[config.mk]
export PLATFORM = sky130hd
export DESIGN_NAME = capi_mmio_req_stage
export DESIGN_NICKNAME = d
export VERILOG_FILES = /design/src/rtl/capi_mmio_req_stage.sv
export SDC_FILE = /design/constraint.sdc
export NUM_CORES = 1
export LEC_CHECK = 0
export ABC_AREA = 1
export BUFFER_PORTS_ARGS = -buffer_cell sky130_fd_sc_hd__buf_4
export CAP_MARGIN = 20
export CORE_AREA = 8 8 156 158
export CTS_CLUSTER_SIZE = 14
export DETAILED_ROUTE_END_ITERATION = 8
export DIE_AREA = 0 0 164 166
export PLACE_DENSITY = 0.79
export REMOVE_ABC_BUFFERS = 1
export SLEW_MARGIN = 20
export SYNTH_ARGS = -nofsm -noshare
export SYNTH_HDL_FRONTEND = slang
export SYNTH_SLANG_ARGS = --single-unit
export TNS_END_PERCENT = 50
[constraint.sdc]
create_clock -name clk -period 2.1 [get_ports clk]
set_clock_uncertainty 0.05 [all_clocks]
set_input_delay 0.21 -clock clk [delete_from_list [all_inputs] [get_ports clk]]
set_output_delay 0.21 -clock clk [all_outputs]
set_load 0.02 [all_outputs]
[src/rtl/capi_mmio_req_stage.sv]
// capi_mmio_req_stage
// Front end for PSL MMIO requests. It registers one request at a time and drives
// the qualified write/read strobes into the AFU decoders. It also returns the
// mandatory MMIO ack, with read data where the request was a read.
//
// Optional build macro: CAPI_MMIO_PARITY_EN
//   When defined, the block checks the address and write-data parity in CAPT.
//   A bad request gets no strobe, is acked quickly with all-ones data, and
//   raises a one-cycle perr pulse.
//   When undefined, the parity inputs are ignored and there is no perr port.
//
// state | meaning
// ------+-----------------------------------------------------------------
// IDLE  | waiting for ha_mmval; a valid request is latched here
// CAPT  | latched request moved onto wa/wd; read/write (and parity) decided
// WR    | we asserted for this single cycle; ack delay loaded into counter
// RD    | re asserted for this single cycle; read latency loaded into counter
// WAIT  | counter runs down; read data captured on the cycle it reads 1
// ACK   | ah_mmack pulse with return data; back to IDLE next cycle
//
// Bit order follows the PSL big-endian convention, with bit 0 as the MSB.
// wa = {ha_mmad, ha_mmdw}, so the LSB of wa marks a 64-bit access.
module capi_mmio_req_stage #(
   parameter int addr_width = 25,
   parameter int ack_dly    = 2,
   parameter int rd_lat     = 2
) (
   input  logic                  clk,
   input  logic                  reset,
   input  logic                  ha_mmval,
   input  logic                  ha_mmrnw,
   input  logic                  ha_mmdw,
   input  logic [0:23]           ha_mmad,
   input  logic                  ha_mmadpar,
   input  logic [0:63]           ha_mmdata,
   input  logic                  ha_mmdatapar,
   output logic [0:addr_width-1] wa,
   output logic                  we,
   output logic [0:63]           wd,
   output logic                  re,
   input  logic [0:63]           rd_data,
   output logic                  ah_mmack,
   output logic [0:63]           ah_mmdata,
   output logic                  ah_mmdatapar,
   output logic                  mmio_err
`ifdef CAPI_MMIO_PARITY_EN
   ,
   output logic                  perr
`endif
);

   typedef enum logic [2:0] {
      S_IDLE = 3'd0,
      S_CAPT = 3'd1,
      S_WR   = 3'd2,
      S_RD   = 3'd3,
      S_WAIT = 3'd4,
      S_ACK  = 3'd5
   } state_t;

   // Counter loads are 4 bits wide, which limits both delays to 1..15.
   localparam logic [3:0] c_ack_dly = 4'(ack_dly);
   localparam logic [3:0] c_rd_lat  = 4'(rd_lat);

   state_t        r_state;
   state_t        w_next;

   logic          r_rnw;
   logic          r_dw;
   logic [0:23]   r_ad;
   logic [0:63]   r_data;
   logic [3:0]    r_cnt;

   logic          w_accept;
   logic          w_bad;
   logic [0:63]   w_ack_data;

   assign w_accept = (r_state == S_IDLE) && ha_mmval;

`ifdef CAPI_MMIO_PARITY_EN
   logic          r_bad;
   logic          r_perr;
   logic          w_bad_in;

   // Odd parity: XOR over the field plus its parity bit must be 1.
   // Write data parity is only meaningful on writes.
   assign w_bad_in = ~(^{ha_mmad, ha_mmadpar}) |
                     (~ha_mmrnw & ~(^{ha_mmdata, ha_mmdatapar}));
   assign w_bad    = r_bad;
   assign perr     = r_perr;

   // Parity verdict latched with the request; perr is high for the CAPT cycle only.
   always_ff @(posedge clk or negedge reset) begin
      if (!reset) begin
         r_bad  <= 1'b0;
         r_perr <= 1'b0;
      end else begin
         r_perr <= w_accept & w_bad_in;
         if (w_accept) begin
            r_bad <= w_bad_in;
         end
      end
   end
`else
   logic          w_unused_par;

   assign w_unused_par = ha_mmadpar ^ ha_mmdatapar;
   assign w_bad        = 1'b0;
`endif

   // State register.
   always_ff @(posedge clk or negedge reset) begin
      if (!reset) begin
         r_state <= S_IDLE;
      end else begin
         r_state <= w_next;
      end
   end

   // Next-state decode. A bad-parity request skips the strobe state and is acked after one WAIT cycle.
   always_comb begin
      w_next = r_state;
      case (r_state)
         S_IDLE: begin
            if (ha_mmval) begin
               w_next = S_CAPT;
            end
         end
         S_CAPT: begin
            if (w_bad) begin
               w_next = S_WAIT;
            end else if (r_rnw) begin
               w_next = S_RD;
            end else begin
               w_next = S_WR;
            end
         end
         S_WR:    w_next = S_WAIT;
         S_RD:    w_next = S_WAIT;
         S_WAIT: begin
            if (r_cnt <= 4'd1) begin
               w_next = S_ACK;
            end
         end
         S_ACK:   w_next = S_IDLE;
         default: w_next = S_IDLE;
      endcase
   end

   // Request latch; it only loads in IDLE, so a request that arrives while busy cannot disturb it.
   always_ff @(posedge clk or negedge reset) begin
      if (!reset) begin
         r_rnw  <= 1'b0;
         r_dw   <= 1'b0;
         r_ad   <= '0;
         r_data <= '0;
      end else if (w_accept) begin
         r_rnw  <= ha_mmrnw;
         r_dw   <= ha_mmdw;
         r_ad   <= ha_mmad;
         r_data <= ha_mmdata;
      end
   end

   // Down-counter: loaded by WR/RD (or to 1 on a parity reject), runs down in WAIT.
   always_ff @(posedge clk or negedge reset) begin
      if (!reset) begin
         r_cnt <= 4'd0;
      end else begin
         case (r_state)
            S_CAPT: begin
               if (w_bad) begin
                  r_cnt <= 4'd1;
               end
            end
            S_WR:   r_cnt <= c_ack_dly;
            S_RD:   r_cnt <= c_rd_lat;
            S_WAIT: begin
               if (r_cnt != 4'd0) begin
                  r_cnt <= r_cnt - 4'd1;
               end
            end
            default: r_cnt <= r_cnt;
         endcase
      end
   end

   // Decoder bus: wa/wd move in CAPT and hold until the next capture.
   always_ff @(posedge clk or negedge reset) begin
      if (!reset) begin
         wa <= '0;
         wd <= '0;
      end else if (r_state == S_CAPT) begin
         wa <= addr_width'({r_ad, r_dw});
         wd <= r_data;
      end
   end

   // Strobes are registered from the next state, so each is high only in its own WR/RD cycle.
   always_ff @(posedge clk or negedge reset) begin
      if (!reset) begin
         we <= 1'b0;
         re <= 1'b0;
      end else begin
         we <= (w_next == S_WR);
         re <= (w_next == S_RD);
      end
   end

   // On a read, rd_data is sampled on the same edge that enters ACK, which is when the counter reads 1.
   assign w_ack_data = w_bad ? {64{1'b1}} : (r_rnw ? rd_data : 64'd0);

   // Ack pulse and return data. Outside ACK the data is 0, so its odd parity bit is 1.
   always_ff @(posedge clk or negedge reset) begin
      if (!reset) begin
         ah_mmack     <= 1'b0;
         ah_mmdata    <= '0;
         ah_mmdatapar <= 1'b1;
      end else if (w_next == S_ACK) begin
         ah_mmack     <= 1'b1;
         ah_mmdata    <= w_ack_data;
         ah_mmdatapar <= ~(^w_ack_data);
      end else begin
         ah_mmack     <= 1'b0;
         ah_mmdata    <= '0;
         ah_mmdatapar <= 1'b1;
      end
   end

   // Sticky overlap flag: any ha_mmval outside IDLE (ACK included) is dropped and recorded.
   always_ff @(posedge clk or negedge reset) begin
      if (!reset) begin
         mmio_err <= 1'b0;
      end else if (ha_mmval && (r_state != S_IDLE)) begin
         mmio_err <= 1'b1;
      end
   end

endmodule

==> summary.md, run 1 <==
| Metric | Value |
|---|---|
| FF+latch area | 0.00638 mm^2 |
| Total global-route track usage | 0.249 |
| Nets@finish | around 1900 |
| Crit path max fanout | 16 |
| Multiplexer area fraction after synthesis | 0.00105 |
| Layout area overhead | 51.5% |
| Leading cell type in the layout, fill and taps excluded | nand2_1 |
| PortBufs | 314 |
| FF-to-FF End | ah_mmdatapar |
| Grt total ovfl | 0 |
| Crit path launch | r_rnw |
| Post-Place Cells | 1843 |
| Wire length per cell | 17.7 um |
| Final setup fails | 0 |
| Synth Area in Adders | 0.00350 |
| Syn Area/Cell | 8.38 um^2 |
| Fmax | 503 MHz |
| Overall power | 22.8 mW |
| CP required | 2510 ps |
| CTS Buf Count | 26 |
| Clk sinks | 255 |
| Clk_lat worst skew | 530 ps |
| Core Box Area | 0.0221 mm^2 |
| Ys Warns | 0 |
| Synth top area cells | dfrtp_1, nand2_1, nor2_1, inv_1, o21ai_0 |
| P per Cell Area | 1410 mW/mm^2 |
| Iter 0 DRT Violations | 956 |
| Cell Chain, Critical Path | buf_12 > nand2_1 > nor2_2 > inv_1 > nand2_1 > nand2_1 > nand2_1 > nand2_1 > nand2_1 > nand2_1 > nand2_2 > inv_1 > nand2_1 > nand2_1 > nand2_1 > nand3_1 |
| Die W | 164 um |
| Post-Synth Simple-Gate Area | 0.225 |
| DR DRC count | 0 |
| CTS tree | built |
| Most frequent CP cell | nand2_1 |
| H-tree depth | 1 |
| Max-Cap Viols | 0 |
| Vias per cell | 5.18 |
| Drt pass-1 iters | 6 |
| Max-slew headroom at the worst pin | 0.610 |
| Seq/Total Area, Yosys | 0.596 |
| Hold worst-path end | ah_mmdata[8] |
| Die area | 0.0272 mm^2 |
| FF-to-FF setup slack | ~110 ps |
| Combinational family with the most area after synthesis | simple AND/OR/NAND/NOR gates |
| Clock root buffer | clkbuf_16 |
| Nature of the critical path startpoint | register |
| Most frequent cells in the layout | nand2_1, buf_4, dfrtp_1, nor2_1, dlygate4sd3_1 |
| IO Pins | ~320 |
| Crit path max-delay family | simple AND/OR/NAND/NOR gates |
| WHS | -3.18 ps |
| Status | complete, but fails checks |
| Final cell count without fillers | 2057 |
| Hold Vio Cnt, Final | 1 |
| Synth top area share | 0.593 |
| Post-Syn Area | 0.0107 mm^2 |
| Post-route antenna net violation count | 0 |
| Vias in the first global route | 10800 |
| Initial antenna violation count | 3 |
| Fin crit share | 0.947 |
| DP Worst Slack | 159 ps |
| WHS Path Cells | 3 |
| R2r startpoint | r_rnw |
| Filler cell count | 1321 |
| DP HPWL | 21200 um |
| Worst r2r path cells | 16 |
| Pleak | 8.76 nW |
| Final wirelength | 36400 um |
| Crit. End Element | register |
| Min-delay src | rd_data[8] |
| DIE HEIGHT | between 150 and 200 um |
| Site Rows | 55 |
| Synth Area in XOR/XNOR | 0.00490 |
| Synth Register Bits | 255 |
| Failing checks | hold timing |
| Placer Congestion | 0.832 |
| Synth Area in Compound Gates | 0.0935 |
| Largest net degree at the start of global routing | 72 |
| Starting Density | 0.485 |
| Post-layout minimum cycle time | 1990 ps |
| Share of cells above drive strength 1 | 0.241 |
| Slowest stage delay, CP | 470 ps |
| Slack of the critical path | 112 ps |
| Arrival @ worst endpoint | 2400 ps |
| Max VDD drop | 0.000770 V |
| Synth Instances | 1278 |
| Worst-margin pin slew | 584 ps |
| Buf+Inv Stages, Crit Path | 3 |
| Max Slew Vio Count | 0 |
| Worst path slowest cell | dfrtp_2 |
| Clk slew on worst S/H paths | 70 ps |
| WS Path Type | reg -> reg |
| Synth area leader | dfrtp_1 |
| Worst hold path type | in -> reg |
| Total number of vias | 10700 |
| Multi-input logic area | 0.00362 mm^2 |
| Yosys cell types | 27 |
| First-pass GRT wire length | 55300 um |
| Longest Clk Path Bufs | 3 |
==> layer usage <==
| layer | vias up | track usage | wire, um |
|---|---|---|---|
| met4 | 2 | 0.0858 | 1250 |
| met5 | - | 0 | 13 |
| li1 | 4900 | - | - |
| met3 | 104 | 0.0741 | 3780 |
| met1 | 5088 | 0.285 | 13400 |
| met2 | 567 | 0.433 | 18000 |
==> cell type report <==
class                      count  area share
antenna                        2    0.000308
clock inverter                 9      0.0109
sequential                   255       0.393
tap                          285      0.0220
timing repair buffer         501       0.269
multi-input combinational    824       0.223
clock buffer                  39      0.0487
inverter                     142      0.0330
==> worst register-to-register path, cell delays in order (launching register included) <==
cell	delay (ps)
dfrtp_2	470
buf_12	180
nand2_1	140
nor2_2	140
inv_1	70
nand2_1	100
nand2_1	70
nand2_1	90
nand2_1	50
nand2_1	60
nand2_1	60
nand2_2	110
inv_1	70
nand2_1	80
nand2_1	60
nand2_1	60
nand3_1	70
==> logic make-up (layout without fill, tap and decap cells) <==
kind of cell	count (synthesis)	count (layout)
xor+xnor	6	6
simple gates	616	616
buf+inv	199	691
flops	255	255
fa+ha+maj	3	3
compound gates	198	198
mux	1	1
other cells	0	2
==> how the worst max path moves through the flow <==
stage | end | slack [ps] | cells after the start
after global placement | ah_mmdatapar | 200 | 16
after global routing | ah_mmdatapar | -30 | 16
after CTS | ah_mmdatapar | 80 | 16
after detailed placement | ah_mmdatapar | 160 | 16
after floorplan | r_dw | -2810 | 3
final | ah_mmdatapar | 110 | 16
==> Yosys cell counts <==
cell	n
buf_1	4
clkbuf_1	41
nor2_1	189
ha_1	3
inv_2	2
clkinv_1	1
mux2_2	1
dfstp_2	1
xor2_1	2
nand3b_1	8
o21ai_0	96
a21o_1	1
dfrtp_1	254
nor3_1	5
o31ai_1	2
inv_1	139
a21oi_1	91
buf_4	3
nand2_1	366
buf_2	1
buf_6	8
nand4_1	1
o21ai_1	6
a31oi_1	1
xnor2_1	4
o211ai_1	1
nand3_1	47
==> per-stage QoR <==
stage          setup TNS [ps]  cell area (um^2)  hold WS [ps]  utilization
6_report                    0             16200         -3.18        0.735
5_1_grt                 -34.3             16200         -6.90        0.735
4_1_cts                     0             16000          1.22        0.724
3_5_place_dp                0             13500           176        0.610
3_3_place_gp                0             13500           178        0.610
2_1_floorplan         -378360             10400          -136            -
==> what timing repair did <==
action | in CTS | in global routing
buffers inserted | 0 | 3
gates resized for setup | 0 | 34
hold endpoints to repair | 217 | 1
setup endpoints to repair | 0 | 1
hold buffers | 154 | 1
==> sequential cells by signal, summed over array words and instances (netlist names), 3 cells and up <==
register / count
r_data: 64
ah_mmdata: 64
wd: 64
wa: 25
r_state: 3
r_cnt: 4
r_ad: 24
==> power by group <==
part	leakage, nW	internal (mW)	switching, mW	total [mW]
sequential	3.08	6.78	0.903	7.69
combinational	5.21	3.70	6.28	9.97
clock	0.472	3.21	1.94	5.16
Power figures use the tool's default switching activity.
==> run 2, diff against run 1 <==
--- a/config.mk
+++ b/config.mk
@@ -9,6 +9,7 @@
 export BUFFER_PORTS_ARGS = -buffer_cell sky130_fd_sc_hd__buf_4
 export CAP_MARGIN = 20
 export CORE_AREA = 8 8 156 158
+export CTS_BUF_LIST = sky130_fd_sc_hd__clkbuf_8
 export CTS_CLUSTER_SIZE = 14
 export DETAILED_ROUTE_END_ITERATION = 8
 export DIE_AREA = 0 0 164 166
==> summary.md, run 2 (same netlist as run 1, synthesis figures left out) <==
| Metric | Value |
|---|---|
| Fmax | 501 MHz (was 503 MHz) |
| DR DRC count | 0 (unchanged) |
| Fin crit share | 0.951 (was 0.947) |
| Vias per cell | 5.11 (was 5.18) |
| Crit path max-delay family | simple AND/OR/NAND/NOR gates (unchanged) |
| Cell Chain, Critical Path | buf_4 > clkbuf_16 > nand2_2 > nor2_1 > nor2_1 > nand2_1 > nand2_1 > nand2_1 > nand2_1 > nand2_1 > nand2_1 > inv_1 > nand2_1 > nand2_1 > nand2_1 > nand3_1 (was buf_12 > nand2_1 > nor2_2 > inv_1 > nand2_1 > nand2_1 > nand2_1 > nand2_1 > nand2_1 > nand2_1 > nand2_2 > inv_1 > nand2_1 > nand2_1 > nand2_1 > nand3_1) |
| P per Cell Area | 1360 mW/mm^2 (was 1410 mW/mm^2) |
| PortBufs | 314 (unchanged) |
| CTS Buf Count | 42 (was 26) |
| Final setup fails | 0 (unchanged) |
| Worst path slowest cell | dfrtp_2 (unchanged) |
| WS Path Type | reg -> reg (unchanged) |
| Worst-margin pin slew | 570 ps (was 584 ps) |
| Arrival @ worst endpoint | 2400 ps (about the same) |
| CTS tree | built (unchanged) |
| Largest net degree at the start of global routing | 72 (unchanged) |
| DP HPWL | 21200 um (unchanged) |
| Die area | 0.0272 mm^2 (unchanged) |
| Total number of vias | 10600 (was 10700) |
| Vias in the first global route | 11000 (was 10800) |
| Clk slew on worst S/H paths | 60 ps (was 70 ps) |
| Layout area overhead | 49.6% (was 51.5%) |
| Status | complete, no violations (was complete, but fails checks) |
| Clk_lat worst skew | 520 ps (was 530 ps) |
| Post-layout minimum cycle time | 2000 ps (was 1990 ps) |
| Drt pass-1 iters | 6 (unchanged) |
| RSZ-0062 raised after global routing | yes |
| Site Rows | 55 (unchanged) |
| Hold Vio Cnt, Final | 0 (was 1) |
| Buf+Inv Stages, Crit Path | 3 (unchanged) |
| Share of cells above drive strength 1 | 0.235 (was 0.241) |
| WHS | 61.6 ps (was -3.18 ps) |
| Core Box Area | 0.0221 mm^2 (unchanged) |
| Crit path max fanout | 16 (unchanged) |
| Slack of the critical path | 104 ps (was 112 ps) |
| Initial antenna violation count | 3 (unchanged) |
| Max Slew Vio Count | 0 (unchanged) |
| Die W | 164 um (unchanged) |
| Registers with the most flip-flops | ah_mmdata: 64 flops, r_data: 64 flops, wd: 64 flops (unchanged) |
| Iter 0 DRT Violations | 849 (was 956) |
| Total global-route track usage | 0.246 (was 0.249) |
| Final wirelength | 35000 um (was 36400 um) |
| Util after Layout | 0.726 (was 0.735) |
| Overall power | 21.9 mW (was 22.8 mW) |
| Most frequent CP cell | nand2_1 (unchanged) |
| DP Area | 0.0135 mm^2 (unchanged) |
| Crit. End Element | register (unchanged) |
| Max-slew headroom at the worst pin | 0.620 (was 0.610) |
| IO Pins | 317 (unchanged) |
| Starting Density | 0.485 (unchanged) |
| DP Worst Slack | 159 ps (unchanged) |
| Clk sinks | 255 (unchanged) |
| Longest Clk Path Bufs | 3 (unchanged) |
| Post-route antenna net violation count | 0 (unchanged) |
| Max-Cap Viols | 0 (unchanged) |
| H-tree depth | 2 (was 1) |
| Slowest stage delay, CP | 460 ps (was 470 ps) |
| CP required | 2500 ps (was 2510 ps) |
| Worst hold path type | in -> reg (unchanged) |
| FF-to-FF setup slack | 100 ps (was 110 ps) |
| Nature of the critical path startpoint | register (unchanged) |
| Grt total ovfl | 0 (unchanged) |
| First-pass GRT wire length | 54800 um (was 55300 um) |
| Final cell count without fillers | 2078 (was 2057) |
| Fin area | 0.0160 mm^2 (was 0.0162 mm^2) |
| DIE HEIGHT | 166 um (unchanged) |
| Max VDD drop | 0.000755 V (was 0.000770 V) |
| Setup TNS | 0 ps (unchanged) |
| Clock root buffer | clkbuf_8 (was clkbuf_16) |
| Leading cell type in the layout, fill and taps excluded | nand2_1 (unchanged) |
| Placer Congestion | 0.832 (unchanged) |
| Pleak | 8.75 nW (was 8.76 nW) |
| Post-Place Cells | 1843 (unchanged) |
| Nets@finish | 1924 (was 1912) |
| Most frequent cells in the layout | nand2_1, buf_4, dfrtp_1, nor2_1, dlygate4sd3_1 (unchanged) |
| Wire length per cell | 16.8 um (was 17.7 um) |
-- run 2: report_power, final --
group | internal, mW | switching (mW) | leakage [nW]
clock | 2.63 | 1.95 | 0.505
combinational | 3.57 | 6.05 | 5.17
sequential | 6.79 | 0.885 | 3.08
-- run 2: per-layer routing --
| metal | GRT usage | share of wire | vias up |
|---|---|---|---|
| met5 | 0 | 0.00037 | - |
| met4 | 0.0961 | 0.036 | 2 |
| met3 | 0.0850 | 0.11 | 103 |
| met2 | 0.412 | 0.48 | 573 |
| met1 | 0.283 | 0.37 | 5004 |
| li1 | - | - | 4938 |
-- run 2: worst paths after layout --
kind | startpoint | endpoint | depth (start not counted)
setup / recovery | r_rnw | ah_mmdatapar | 16
hold / removal | rd_data[8] | ah_mmdata[8] | 3
setup reg to reg | r_rnw | ah_mmdatapar | 16
hold reg to reg | mmio_err | mmio_err | 1
max in group asynchronous | reset | r_data[30] | 3
min in group asynchronous | reset | wa[6] | 2
-- run 2: tightest hold or removal path: cells and delay by family --
| kind | cells | cell delay [ps] |
|---|---|---|
| simple gates | 2 | 310 |
| buf+inv | 1 | 80 |
-- run 2: cell type report --
class | instances | area, um^2
Sequential cell | 255 | 6380
Fill cell | 1362 | 6060
Timing Repair Buffer | 497 | 4300
Multi-Input combinational cell | 824 | 3550
Clock buffer | 56 | 771
Inverter | 142 | 536
Tap cell | 285 | 357
Clock inverter | 17 | 130
Antenna cell | 2 | 5.00
-- run 2: what timing repair did --
action / CTS / global route
setup endpoints to repair: 0 / 1
hold endpoints to repair: 218 / 0
buffers inserted: 0 / 2
resized for setup: 0 / 9
hold buffers: 155 / 0
==> run 3, diff against run 2 <==
--- a/config.mk
+++ b/config.mk
@@ -5,15 +5,14 @@
 export SDC_FILE = /design/constraint.sdc
 export NUM_CORES = 1
 export LEC_CHECK = 0
-export ABC_AREA = 1
 export BUFFER_PORTS_ARGS = -buffer_cell sky130_fd_sc_hd__buf_4
 export CAP_MARGIN = 20
-export CORE_AREA = 8 8 156 158
+export CORE_AREA = 8 8 149 151
 export CTS_BUF_LIST = sky130_fd_sc_hd__clkbuf_8
 export CTS_CLUSTER_SIZE = 14
 export DETAILED_ROUTE_END_ITERATION = 8
-export DIE_AREA = 0 0 164 166
-export PLACE_DENSITY = 0.79
+export DIE_AREA = 0 0 157 159
+export PLACE_DENSITY = 0.8
 export REMOVE_ABC_BUFFERS = 1
 export SLEW_MARGIN = 20
 export SYNTH_ARGS = -nofsm -noshare
==> summary.md, run 3 <==
| Metric | Value |
|---|---|
| Status | complete, no violations (unchanged) |
| Clock root buffer | clkbuf_8 (unchanged) |
| Fin crit share | 0.901 (was 0.951) |
| DP HPWL | 18000 um (was 21200 um) |
| Yosys cell types | 28 (was 27) |
| Post-layout minimum cycle time | 1890 ps (was 2000 ps) |
| Syn Area/Cell | 15.4 um^2 (was 8.38 um^2) |
| CTS tree | built (unchanged) |
| Worst hold path type | in -> async (was in -> reg) |
| IO Pins | 317 (unchanged) |
| Post-Syn Area | 0.00972 mm^2 (was 0.0107 mm^2) |
| Synth area leader | dfrtp_1 (unchanged) |
| Total global-route track usage | 0.241 (was 0.246) |
| Clk_lat worst skew | 520 ps (about the same) |
| Synth top area share | 0.654 (was 0.593) |
| FF-to-FF setup slack | 210 ps (was 100 ps) |
| Most frequent cells in the layout | buf_4, dfrtp_1, mux2_2, dlygate4sd3_1, and3_1 (was nand2_1, buf_4, dfrtp_1, nor2_1, dlygate4sd3_1) |
| Layout area overhead | 54.8% (was 49.6%) |
| WHS | 191 ps (was 61.6 ps) |
| RSZ-0062 raised after global routing | no (was yes) |
| Post-cts repair resize count | 0 (unchanged) |
| Die W | 157 um (was 164 um) |
| Die area | 0.0250 mm^2 (was 0.0272 mm^2) |
| Filler cell count | 1079 (was 1362) |
| Fin area | 0.0150 mm^2 (was 0.0160 mm^2) |
| Wire length per cell | 21.1 um (was 16.8 um) |
| Max Slew Vio Count | 0 (unchanged) |
| Leading cell types by count after synthesis | dfrtp_1, mux2_2, and3_1 (was nand2_1, dfrtp_1, nor2_1) |
| Synth Instances | 629 (was 1278) |
| Share of cells above drive strength 1 | 0.504 (was 0.235) |
| Clk sinks | 255 (unchanged) |
| Site Rows | 52 (was 55) |
| WS Path Type | reg -> reg (unchanged) |
| Grt total ovfl | 0 (unchanged) |
| Leading cell type in the layout, fill and taps excluded | buf_4 (was nand2_1) |
| Final setup fails | 0 (unchanged) |
| Util after Layout | 0.758 (was 0.726) |
| Fmax | 528 MHz (was 501 MHz) |
| Synth top area cells | dfrtp_1, mux2_2, xnor2_1, and3_1, buf_2 (was dfrtp_1, nand2_1, nor2_1, inv_1, o21ai_0) |
| Nature of the critical path startpoint | register (unchanged) |
| Pleak | 7.33 nW (was 8.75 nW) |
| Crit path launch | r_state[1] (was r_rnw) |
| First-pass GRT wire length | 47100 um (was 54800 um) |
| DP Area | 0.0126 mm^2 (was 0.0135 mm^2) |
| Combinational family with the most area after synthesis | multiplexers (was simple AND/OR/NAND/NOR gates) |
| FF+latch area | 0.00638 mm^2 (about the same) |
| Setup TNS | 0 ps (unchanged) |
| DIE HEIGHT | 159 um (was 166 um) |
| Vias in the first global route | 8336 (was 11000) |
| Seq/Total Area, Yosys | 0.657 (was 0.596) |
| FF-to-FF End | r_ad[21] (was ah_mmdatapar) |
| Iter 0 DRT Violations | 283 (was 849) |
| Vias per cell | 5.02 (was 5.11) |
| Synth Area in Adders | 0.00386 (was 0.00350) |
| Nets@finish | 1290 (was 1924) |
| Overall power | 20.4 mW (was 21.9 mW) |
| Synth Area in Compound Gates | 0.00270 (was 0.0935) |
| Registers with the most flip-flops | ah_mmdata: 64 flops, r_data: 64 flops, wd: 64 flops (unchanged) |
| Multiplexer area fraction after synthesis | 0.208 (was 0.00105) |
| Post-synth EDFFs | 0 (unchanged) |
| P per Cell Area | 1360 mW/mm^2 (about the same) |
| Total number of vias | 7192 (was 10600) |
| Placer Congestion | 0.781 (was 0.832) |
| Drt pass-1 iters | 4 (was 6) |
| R2r startpoint | r_state[1] (was r_rnw) |
| Initial antenna violation count | 5 (was 3) |
| Multi-input logic area | 0.00319 mm^2 (was 0.00355 mm^2) |
| Clk slew on worst S/H paths | 70 ps (was 60 ps) |
| Core Box Area | 0.0198 mm^2 (was 0.0221 mm^2) |
| Worst r2r path cells | 4 (was 16) |
| Asr flop ratio synth | 1.00 (unchanged) |
| Worst-margin pin slew | 581 ps (was 570 ps) |
| Crit path max fanout | 18 (was 16) |
| Most common cell in the netlist | dfrtp_1 (was nand2_1) |
| Max VDD drop | 0.000594 V (was 0.000755 V) |
| Longest Clk Path Bufs | 3 (unchanged) |
| Hold Vio Cnt, Final | 0 (unchanged) |
| Crit. End Element | register (unchanged) |
| Final wirelength | 30300 um (was 35000 um) |
| Synth Area in XOR/XNOR | 0.0586 (was 0.00490) |
| Largest net degree at the start of global routing | 66 (was 72) |
| Post-CTS setup buffer count | 0 (unchanged) |
| Max-slew headroom at the worst pin | 0.613 (was 0.620) |
| Arrival @ worst endpoint | 2240 ps (was 2400 ps) |
| Synth Register Bits | 255 (unchanged) |
| DR DRC count | 0 (unchanged) |
| Post-route antenna net violation count | 0 (unchanged) |
| Ys Warns | 0 (unchanged) |
| CP required | 2450 ps (was 2500 ps) |
| PortBufs | 314 (unchanged) |
| Max-Cap Viols | 0 (unchanged) |
| H-tree depth | 2 (unchanged) |
| Synth Flop Type | dfrtp_1 (unchanged) |
| CTS Buf Count | 42 (unchanged) |
| Post-Synth Simple-Gate Area | 0.0529 (was 0.225) |
| Starting Density | 0.490 (was 0.485) |
## run 3: cell types whose count changed after synthesis, sizes merged, moves of 46 or more
cell	change
nand3	-46
a21oi	-90
nor2	-183
nand2	-361
o21ai	-101
mux2	+178
xnor2	+52
and3	+64
inv	-139
## run 3: worst max path at each step
stage,slack [ps],to
global placement,300,r_data[6]
detailed placement,250,r_data[33]
floorplan,-8900,r_ad[0]
CTS,230,r_ad[11]
finish,210,r_ad[21]
global route,150,r_ad[21]
## run 3: kinds of logic (layout without fill, tap and decap cells)
logic type,Yosys count,after routing
flip-flops,255,255
multiplexers,180,180
AND/OR/NAND/NOR,86,86
XOR/XNOR,65,65
buffers and inverters,36,566
AO/OA/AOI/OAI,4,4
adder cells (fa/ha/maj),3,3
other,0,5
## run 3: routing by layer
layer / share of wire / GRT usage
met5: 0 / 0
met4: 0.022 / 0.0726
met1: 0.37 / 0.273
met3: 0.11 / 0.0972
met2: 0.49 / 0.408
## run 3: stage by stage
| stage | setup WS (ps) | std cells |
|---|---|---|
| 6_report | 207 | 1434 |
| 4_1_cts | 231 | 1429 |
| 5_1_grt | 153 | 1434 |
| 2_1_floorplan | -8900 | 595 |
| 3_5_place_dp | 252 | 1198 |
| 3_3_place_gp | 297 | 1198 |
## run 3: where the power goes
group,internal [mW],total (mW),switching [mW]
sequential,6.83,8.00,1.17
clock,2.58,4.53,1.96
combinational,4.20,7.92,3.71
## run 3: area by class of cell
cell class              count  share of cell area
well taps                 270              0.0225
diodes                      5            0.000832
flip-flops and latches    255               0.424
clock inverters            17             0.00665
clock buffers              58              0.0531
multi-input cells         338               0.212
inverters                   2            0.000499
repair buffers            489               0.280
## run 3: critical path, cell delays in order (launching register included)
cell and delay [ps]:
dfrtp_1 440, nor4b_2 410, buf_12 230, buf_4 250
mux2_2 400
## run 3: what timing repair did
item	4_1_cts	5_1_grt
setup endpoints to repair	0	0
hold endpoints to repair	256	0
hold buffers	156	0
